==> src/rtl/config_loader.sv <==
// Streams (address, data) word pairs from a valid/ready input onto the shared tile config bus.
// Optional build macro CONFIG_LOADER_CHECKSUM_EN adds a trailing XOR checksum word check.
//
// state    | meaning
// IDLE     | waiting for start; bus null
// GET_ADDR | accepting an address word (or END_MARKER)
// GET_DATA | accepting the data word for the latched address
// WRITE    | driving addr/data onto the bus for HOLD_CYCLES cycles
// GET_SUM  | accepting the checksum word (checksum build only)
// DONE     | bitstream complete; waiting for a new start
module config_loader #(
  parameter int unsigned HOLD_CYCLES = 1,
  parameter logic [31:0] END_MARKER  = 32'hFFFF_FFFF
) (
  input  logic        clk,
  input  logic        reset,
  input  logic        start,
  input  logic [31:0] in_data,
  input  logic        in_valid,
  output logic        in_ready,
  output logic [31:0] config_addr,
  output logic [31:0] config_data,
  output logic        config_busy,
  output logic        config_done,
  output logic        config_error,
  output logic [15:0] write_count
);

  typedef enum logic [2:0] {
    IDLE     = 3'd0,
    GET_ADDR = 3'd1,
    GET_DATA = 3'd2,
    WRITE    = 3'd3,
    GET_SUM  = 3'd4,
    DONE     = 3'd5
  } state_t;

  localparam logic [3:0] HOLD_LOAD = 4'(HOLD_CYCLES - 1);

  state_t      state, state_nxt;
  logic [31:0] addr_q, data_q;
  logic [3:0]  hold_cnt;
  logic        accept;
  logic        clr, ld_addr, ld_data, sum_chk;

  assign accept = in_valid & in_ready;

  always_comb begin
    state_nxt = state;
    clr       = 1'b0;
    ld_addr   = 1'b0;
    ld_data   = 1'b0;
    sum_chk   = 1'b0;
    case (state)
      IDLE: begin
        if (start) begin
          clr       = 1'b1;
          state_nxt = GET_ADDR;
        end
      end
      GET_ADDR: begin
        if (accept) begin
          if (in_data == END_MARKER) begin
`ifdef CONFIG_LOADER_CHECKSUM_EN
            state_nxt = GET_SUM;
`else
            state_nxt = DONE;
`endif
          end else begin
            ld_addr   = 1'b1;
            state_nxt = GET_DATA;
          end
        end
      end
      GET_DATA: begin
        if (accept) begin
          ld_data   = 1'b1;
          state_nxt = WRITE;
        end
      end
      WRITE: begin
        if (hold_cnt == 4'd0) state_nxt = GET_ADDR;
      end
      GET_SUM: begin
        if (accept) begin
          sum_chk   = 1'b1;
          state_nxt = DONE;
        end
      end
      DONE: begin
        if (start) begin
          clr       = 1'b1;
          state_nxt = GET_ADDR;
        end
      end
      default: state_nxt = IDLE;
    endcase
  end

  // in_ready is registered from the next state so it never sees in_valid
  always_ff @(posedge clk or negedge reset) begin
    if (!reset) begin
      state       <= IDLE;
      in_ready    <= 1'b0;
      addr_q      <= '0;
      data_q      <= '0;
      hold_cnt    <= '0;
      write_count <= '0;
    end else begin
      state    <= state_nxt;
      in_ready <= (state_nxt == GET_ADDR) || (state_nxt == GET_DATA) ||
                  (state_nxt == GET_SUM);
      if (ld_addr) addr_q <= in_data;
      if (ld_data) data_q <= in_data;
      if (ld_data)
        hold_cnt <= HOLD_LOAD;
      else if ((state == WRITE) && (hold_cnt != 4'd0))
        hold_cnt <= hold_cnt - 4'd1;
      if (clr)
        write_count <= '0;
      else if (ld_data && (write_count != 16'hFFFF))
        write_count <= write_count + 16'd1;
    end
  end

`ifdef CONFIG_LOADER_CHECKSUM_EN
  logic [31:0] cksum_q;
  logic        error_q;

  always_ff @(posedge clk or negedge reset) begin
    if (!reset) begin
      cksum_q <= '0;
      error_q <= 1'b0;
    end else begin
      if (clr)
        cksum_q <= '0;
      else if (ld_addr || ld_data)
        cksum_q <= cksum_q ^ in_data;
      if (clr)
        error_q <= 1'b0;
      else if (sum_chk && (in_data != cksum_q))
        error_q <= 1'b1;
    end
  end

  assign config_error = error_q;
`else
  assign config_error = 1'b0;
`endif

  // Bus decodes straight from state so an async reset nulls it immediately
  assign config_addr = (state == WRITE) ? addr_q : 32'h0;
  assign config_data = (state == WRITE) ? data_q : 32'h0;
  assign config_busy = (state != IDLE) && (state != DONE);
  assign config_done = (state == DONE);

endmodule

==> config.mk <==
export PLATFORM = sky130hd
export DESIGN_NAME = config_loader
export DESIGN_NICKNAME = d
export VERILOG_FILES = /design/src/rtl/config_loader.sv
export SDC_FILE = /design/constraint.sdc
export NUM_CORES = 1
export LEC_CHECK = 0
export ABC_AREA = 1
export BUFFER_PORTS_ARGS = -buffer_cell sky130_fd_sc_hd__buf_2
export CORE_UTILIZATION = 43
export CTS_BUF_LIST = sky130_fd_sc_hd__clkbuf_2 sky130_fd_sc_hd__clkbuf_4 sky130_fd_sc_hd__clkbuf_8
export DETAILED_ROUTE_END_ITERATION = 12
export PLACE_DENSITY = 0.7
export SYNTH_ARGS = -nofsm -noshare
export SYNTH_HDL_FRONTEND = slang
export SYNTH_SLANG_ARGS = --single-unit
==> constraint.sdc <==
create_clock -name clk -period 1.8 [get_ports clk]
set_input_delay 0 -clock clk [delete_from_list [all_inputs] [get_ports clk]]
set_output_delay 0 -clock clk [all_outputs]
set_load 0.01 [all_outputs]
==> run summary, run 1 <==
Top delay family on crit path = simple AND/OR/NAND/NOR gates
Critical R2R Capture = write_count[1]
Gate power share = 41.2%
switching pwr = 2900 uW
drt total wl = 11,200 um
worst hold path type = in -> async
Critical Path AT = 1.97 ns
#FFs+latches synth = 88
root buf cell = clkbuf_8
CP max stage cell = dfrtp_1
Synth Area per Inst = 7.64 um2
setup total negative slack = 0 ns
routed vias/inst = 4.81
Switching Share = 38.3%
clock power share = 19.2%
TritonCTS clock tree = yes
pwr dens = 1320 nW/um2
Clock Latency Late Sink = 0.36 ns
die height = 103 um
Yosys cell types = 28
part of the cycle the worst path needs = 93.6%
initial antenna violation count = 0
area delta synth->final = 30.8%
Die X = 103 um
final-report max-slew violation count = 0
RePlAce Congestion = 0.923
vias in the first global route = 3,855
largest net degree at the start of global routing = 65
Most Crowded Layer GR = met2
drt drc = 0
sequential share of power = 39.6%
DRT antenna net count = 0
clk buf depth = 2
Max Freq = 593 MHz
Port Buf Inserts = 118
critical-path maximum fanout = 10
most frequent cells in the layout = nor2_1, buf_2, nand2_1
core area = 9820 um2
synthesized netlist cell count = 574
Worst VDD drop = 0.633 mV
WL/cell = 12.9 um
Final Instance Count excl. Fillers = 865
Starting Density = 44.7%
fillers = 916
FP Rows = 36
register area share after synthesis = 50.2%
max-cap violation count = 0
net count after synthesis = 612
Clock Skews = 0.0115 ns
clock-pin slew on the worst setup and hold paths = 0.08 ns
met2 Use GR = 36.4%
commonest non-fill, non-tap cell in the layout = nor2_1
TritonRoute pass-1 iters = 4
synthesized cell area = 4390 um2
1st-iter DRT viols = 154
RR Startpoint = write_count[1]
yosys warns = 0
slowest stage delay, CP = 0.42 ns
Startpoint Class = flip-flop
Crit Path Class = reg -> reg
CP Cell Sequence = ha_4 -> nand2_1 -> nor2_2 -> nand2_2 -> o21ai_4 -> nand2_4 -> buf_4 -> o21ai_2
outcome = finished clean
Critical Path Sink Type = flip-flop
Nets = 765
Register-to-Register Path Depth = 8
Placed Cells incl. Taps = 812
Antenna diodes = 0
number of buffers created by CTS = 9
critical path buffer and inverter count = 1
CP required = 2.09 ns
R2R setup slack = 0.11 ns
unrepaired setup endpoints after global routing = false
post-DP HPWL = 7610 um
met3 GRT Util = 4.47%
Pint = 4670 uW
Congestion Overflow GR = 0
global-route wire length before repair = 17,600 um
layout cell share with drive strength beyond 1 = 24.3%
Final Hold Viols = 0
Die Area = 10,600 um2
H-tree Lvls = 3
Lkg Pwr = 0.00312 uW
met1 Resource Use GR = 27.3%
TritonCTS Sinks = 88
# IOs = 120
Overall Global Routing Usage = 21.6%
routed vias = 4,163
Tmin final = 1.69 ns
Finish-stage setup viols = 0
registers in the layout, indices dropped and copies added, names as in the netlist:
name / count
hold_cnt: 4
addr_q: 32
in_ready: 1
state: 3
write_count: 16
data_q: 32
power by group through the flow:
stage	registers [uW]	logic, uW	clock network [uW]
final	3000	3120	1450
after global routing	3070	3550	1560
after CTS	2990	3090	1490
after detailed placement	3030	3000	0
after global placement	3000	2920	0
after floorplan	3000	1960	0
cells in the mapped netlist:
library cell	count	share of area, %
buf_1	5	0.43
nor2_2	1	0.14
o21ai_0	32	3.7
buf_6	4	1.0
xor2_1	1	0.20
inv_2	6	0.51
dfrtp_1	88	50
clkbuf_1	3	0.26
conb_1	1	0.086
o21ai_1	7	0.80
nor3_2	1	0.23
nor2_1	121	10
inv_1	90	7.7
buf_4	5	0.86
nand2_1	95	8.1
o21a_1	1	0.17
buf_2	8	0.91
a21oi_1	40	4.6
nand2_4	1	0.26
o21ai_4	1	0.37
nor3_1	10	1.1
nand3_1	23	2.6
nand2_2	3	0.43
ha_1	2	0.57
nor3_4	1	0.37
o21ai_2	9	1.8
a21oi_2	1	0.20
nand4_1	14	2.0
metal layers:
layer  share of wire, %  wire [um]  vias up
met5                  0          0        -
met4                1.4        156        0
li1                   -          -     2078
met1                 45       5060     1961
met2                 49       5480      110
met3                4.5        504       14
what timing repair did:
item,in CTS,in global routing
buffers inserted,1,2
resized for setup,0,3
endpoints found under the setup margin,49,74
pin swaps,0,2
endpoints found under the hold margin,153,0
hold buffers,34,0
cell families after synthesis:
group                    after synthesis  share of synthesized area [%]
AO/OA/AOI/OAI                         91                           11.6
XOR/XNOR                               1                          0.200
adder cells (fa/ha/maj)                2                          0.571
buffers and inverters                121                           11.7
flip-flops                            88                           50.2
other                                  1                         0.0855
AND/OR/NAND/NOR                      270                           25.7
worst max path at each step:
stage | startpoint | to | slack (ns) | depth (start not counted)
after floorplan | write_count[0] | write_count[0] | 0.06 | 9
after global placement | write_count[1] | write_count[0] | 0.18 | 8
after detailed placement | write_count[1] | write_count[10] | 0.07 | 8
after CTS | write_count[1] | write_count[1] | 0.03 | 8
after global routing | state[2] | config_addr[22] | 0.002 | 5
final | write_count[1] | write_count[1] | 0.11 | 8
area by class of cell:
cell class	instances	area, um2	share of cell area, %
Sequential cell	88	2200	38.4
Multi-Input combinational cell	365	1700	29.6
Clock buffer	14	174	3.03
Timing Repair Buffer	167	1100	19.1
Clock inverter	2	37.5	0.655
Inverter	96	360	6.28
Tap cell	133	166	2.90
per-stage QoR:
stage	cell area, um2	total power (uW)	hold WS, ns	setup WS, ns	utilization, %
4_1_cts	5700	7570	0.0849	0.0295	58.1
3_3_place_gp	5140	5920	-0.0687	0.179	52.4
5_1_grt	5730	8180	0.145	0.00236	58.4
3_5_place_dp	5140	6030	-0.0677	0.0747	52.4
6_report	5730	7570	0.117	0.114	58.4
2_1_floorplan	4390	4960	-0.296	0.0638	-
Power figures use the tool's default switching activity.
==> run 2, diff against run 1 <==
Settings changed: BUFFER_PORTS_ARGS -buffer_cell sky130_fd_sc_hd__buf_2 to -buffer_cell sky130_fd_sc_hd__clkbuf_2, CORE_MARGIN set to 10.
==> run 2 against run 1 <==
Combinational power rose by 2%. First-iteration DRC count grew 92%. Non-clock buffer count did not move. Die area up 38%. Worst hold slack worse by 0.11 ns. Clock skew down 0.0023 ns. Largest power group unchanged.
==> run summary, run 2 (synthesis results as in run 1) <==
Port Buf Inserts = 118
max-cap violation count = 0
outcome = finished clean
routed vias = 4,147
Startpoint Class = flip-flop
slowest stage delay, CP = 0.38 ns
TritonCTS Sinks = 88
Pint = 4760 uW
most frequent cells in the layout = nor2_1, clkbuf_2, nand2_1
die height = 121 um
Worst VDD drop = 0.573 mV
TritonCTS clock tree = yes
layout cell share with drive strength beyond 1 = 24.4%
Congestion Overflow GR = 0
Tmin final = 1.69 ns
biggest regs = addr_q (32), data_q (32), write_count (16)
root buf cell = clkbuf_8
Nets = 765
Die X = 121 um
global-route wire length before repair = 19,900 um
# IOs = 120
final-report max-slew violation count = 0
post-DP HPWL = 8580 um
Final Instance Count excl. Fillers = 864
core area = 9860 um2
Critical Path AT = 1.69 ns
Switching Share = 38.5%
largest net degree at the start of global routing = 66
Placed Area = 5140 um2
Clock Latency Late Sink = 0.36 ns
RePlAce Congestion = 0.858
clock power share = 20.1%
Lkg Pwr = 0.00308 uW
Die Area = 14,600 um2
Crit Path Class = reg -> out
1st-iter DRT viols = 296
commonest non-fill, non-tap cell in the layout = nor2_1
Starting Density = 44.5%
fillers = 882
area delta synth->final = 31.1%
Max Freq = 593 MHz
Gate power share = 41.2%
Placed Cells incl. Taps = 812
drt total wl = 12,000 um
Finish-stage setup viols = 0
clock-pin slew on the worst setup and hold paths = 0.08 ns
Critical Path Sink Type = primary output
vias in the first global route = 4,247
pwr dens = 1350 nW/um2
drt drc = 0
DRT antenna net count = 0
final core utilization = 58.3%
Overall Global Routing Usage = 16.5%
routed vias/inst = 4.80
CP max stage cell = dfrtp_1
TritonRoute pass-1 iters = 4
Top delay family on crit path = buffers and inverters
part of the cycle the worst path needs = 93.7%
switching pwr = 2980 uW
critical path buffer and inverter count = 4
number of buffers created by CTS = 9
clk buf depth = 2
WL/cell = 13.8 um
FP Rows = 36
initial antenna violation count = 0
CP required = 1.80 ns
final instance area = 5750 um2
sequential share of power = 38.7%
worst hold path type = in -> reg
Clock Skews = 0.00922 ns
Final Hold Viols = 0
CP Cell Sequence = inv_1 -> nor3_2 -> inv_2 -> buf_4 -> nor2_1 -> clkbuf_2
Antenna diodes = 0
H-tree Lvls = 3
critical-path maximum fanout = 20
==> run 2: path summary, 6_finish.rpt <==
check                          startpoint               to  slack [ns]  cells past startpoint
hold reg to reg               hold_cnt[3]      hold_cnt[3]        0.48                      1
setup / recovery                 state[1]  config_addr[28]        0.11                      6
setup reg to reg           write_count[1]   write_count[7]        0.12                     10
max in group asynchronous           reset      hold_cnt[0]        1.08                      3
min in group asynchronous           reset       data_q[17]        0.11                      2
hold / removal                      start         state[2]       0.008                      3
==> run 2: power by group through the flow <==
stage | clock (uW) | sequential [uW] | combinational [uW]
after detailed placement | 0 | 3040 | 3050
final | 1560 | 2990 | 3180
after global routing | 1680 | 3070 | 3620
after CTS | 1590 | 3000 | 3160
after global placement | 0 | 3000 | 2970
after floorplan | 0 | 3000 | 1960
==> run 2: cell type report <==
type                    count  area (um2)  area share [%]
inverters                  96         360            6.27
well taps                 133         166            2.90
flip-flops and latches     88        2200            38.3
clock inverters             4        77.6            1.35
repair buffers            167        1090            19.0
multi-input cells         365        1700            29.5
clock buffers              11         151            2.63
==> run 2: through the flow <==
step	total power (uW)	TNS [ns]	setup slack [ns]	hold slack, ns
after global placement	5970	0	0.171	-0.0373
after global routing	8380	-0.0464	-0.0188	0.0153
after detailed placement	6090	0	0.0853	-0.0321
after floorplan	4960	0	0.0638	-0.296
after CTS	7750	0	0.00283	0.00540
final	7730	0	0.114	0.00832
==> run 2: tightest hold or removal path, stage by stage <==
cell and delay (ns):
clkbuf_2 0.10, o21a_1 0.12, nand2_1 0.08
==> run 2: per-layer routing <==
layer / share of wire, % / vias up / routed length, um / track usage [%]
li1: - / 2082 / - / -
met3: 7.0 / 22 / 835 / 4.98
met1: 43 / 1924 / 5170 / 19.9
met4: 1.9 / 0 / 223 / 6.56
met2: 48 / 119 / 5740 / 26.9
met5: 0 / - / 0 / 0
==> run 2: repair_timing <==
item | in CTS | in global routing
resized for setup | 0 | 3
setup buffers | 2 | 2
pin swaps | 0 | 1
hold buffers | 33 | 0
endpoints found under the hold margin | 141 | 0
setup endpoints to repair | 16 | 73
gates cloned | 0 | 0
==> run 3, diff against run 2 <==
Clock period 1.8 ns to 1.45 ns, I/O delays scaled along.
==> run 3 against run 2 <==
The flow now finishes with violations (negative setup slack). First-iteration DRC count rose by 42%. Count of clock-buffer cells in the layout rose by 1. Final cell count rose by 8.1%. Power rose by 54%. Flip-flop and latch count did not move. Worst hold slack improved by 0.056 ns. Wire length rose by 35%. Largest power group unchanged.
==> run summary, run 3 (synthesis results as in run 1) <==
# IOs = 120
Critical Path Sink Type = primary output
vias in the first global route = 4,587
failing checks = negative setup slack
CP required = 1.45 ns
Gate power share = 51.9%
clock power share = 16.6%
Max Freq = 610 MHz
initial antenna violation count = 1
post-DP HPWL = 9300 um
critical-path maximum fanout = 21
Pint = 7050 uW
pwr dens = 1630 nW/um2
TritonRoute pass-1 iters = 5
switching pwr = 4830 uW
clk buf depth = 2
Nets = 833
area delta synth->final = 66.2%
Congestion Overflow GR = 0
Finish-stage setup viols = 144
drt drc = 0
DRT antenna net count = 0
drt total wl = 16,200 um
routed vias = 4,850
H-tree Lvls = 3
commonest non-fill, non-tap cell in the layout = inv_1
Switching Share = 40.6%
1st-iter DRT viols = 421
Starting Density = 44.5%
TritonCTS Sinks = 88
WL met1 = 6440 um
setup total negative slack = -14.57 ns
worst hold path type = in -> reg
Met3 Wirelength = 1140 um
layout cell share with drive strength beyond 1 = 49.1%
routed vias/inst = 5.19
Tmin final = 1.64 ns
sequential share of power = 31.5%
number of buffers created by CTS = 9
largest net degree at the start of global routing = 39
final-report max-slew violation count = 0
FP Rows = 36
outcome = complete, but fails checks
Overall Global Routing Usage = 18.2%
global-route wire length before repair = 22,100 um
root buf cell = clkbuf_8
Startpoint Class = flip-flop
Worst VDD drop = 0.709 mV
highest metal used = met4
biggest regs = addr_q (32), data_q (32), write_count (16)
Clock Skews = 0.0144 ns
Lkg Pwr = 0.00386 uW
RePlAce Congestion = 0.863
Critical Path AT = 1.64 ns
TritonCTS clock tree = yes
pre-CTS WS = -0.0364 ns
Final Hold Viols = 0
max-cap violation count = 0
WL/cell = 17.3 um
most frequent cells in the layout = inv_1, dfrtp_1, nor2_1
part of the cycle the worst path needs = 113%
Die X = 121 um
clock-pin slew on the worst setup and hold paths = 0.09 ns
Met2 Routed Length = 8250 um
Die Area = 14,600 um2
fillers = 655
Setup WS post-layout = -0.190 ns
Port Buf Inserts = 118
die height = 121 um
unrepaired setup endpoints after global routing = true
core area = 9860 um2
Clock Latency Late Sink = 0.37 ns
Crit Path Class = reg -> out
run 3: power by group through the flow:
stage / clock network, uW / logic [uW] / registers [uW]
final: 1980 / 6160 / 3740
after global routing: 2100 / 6680 / 3830
after CTS: 1980 / 4520 / 3730
after detailed placement: 0 / 4040 / 3790
after global placement: 0 / 3910 / 3740
after floorplan: 0 / 2450 / 3750
run 3: area by class of cell:
cell class                 instances  area [um2]  share of cell area [%]
multi-input combinational        367        2380                    32.7
sequential                        88        2210                    30.3
timing repair buffer             232        1920                    26.3
inverter                          96         373                    5.11
tap                              133         166                    2.28
clock buffer                      12         153                    2.09
clock inverter                     4        77.6                    1.06
timing repair inverter             1        7.51                   0.103
antenna                            1        2.50                  0.0343
run 3: worst max-delay path, cell delays in order (launching register included):
cell	delay [ns]
dfrtp_1	0.37
inv_2	0.07
nor3_4	0.24
inv_4	0.11
buf_12	0.18
nor2_1	0.13
buf_2	0.15
run 3: stage by stage:
step / power (uW) / instance area (um2) / hold WS [ns] / util [%] / cells
after floorplan: 6210 / 4420 / -0.296 / - / 574
after global placement: 7660 / 5440 / -0.0243 / 55.2 / 842
after detailed placement: 7840 / 5440 / -0.0135 / 55.2 / 842
after CTS: 10200 / 6190 / 0.0139 / 62.8 / 901
after global routing: 12600 / 7290 / 0.0600 / 73.9 / 934
final: 11900 / 7290 / 0.0644 / 73.9 / 934
run 3: worst paths after layout:
check                       startpoint        endpoint  slack (ns)  cells after the start
max                           state[0]  config_addr[7]       -0.19                      6
min                              start        state[0]        0.06                      5
max reg2reg                   in_ready       addr_q[5]       -0.18                      5
min reg2reg                hold_cnt[3]     hold_cnt[3]        0.48                      1
max in group asynchronous        reset  write_count[5]        0.69                      3
min in group asynchronous        reset      data_q[29]        0.13                      2
run 3: what timing repair did:
action                     4_1_cts  5_1_grt
resized for setup               38      272
hold buffers                    33        0
setup endpoints to repair      105      151
hold endpoints to repair       134        0
gates cloned                     2       13
setup buffers                    8       21
pin swaps                        4       15
run 3: routing by layer:
layer  vias up  global-route usage [%]
met5         -                       0
met4         0                    7.32
met3        31                    4.75
met2       207                    29.9
met1      2375                    22.3
li1       2237                       -
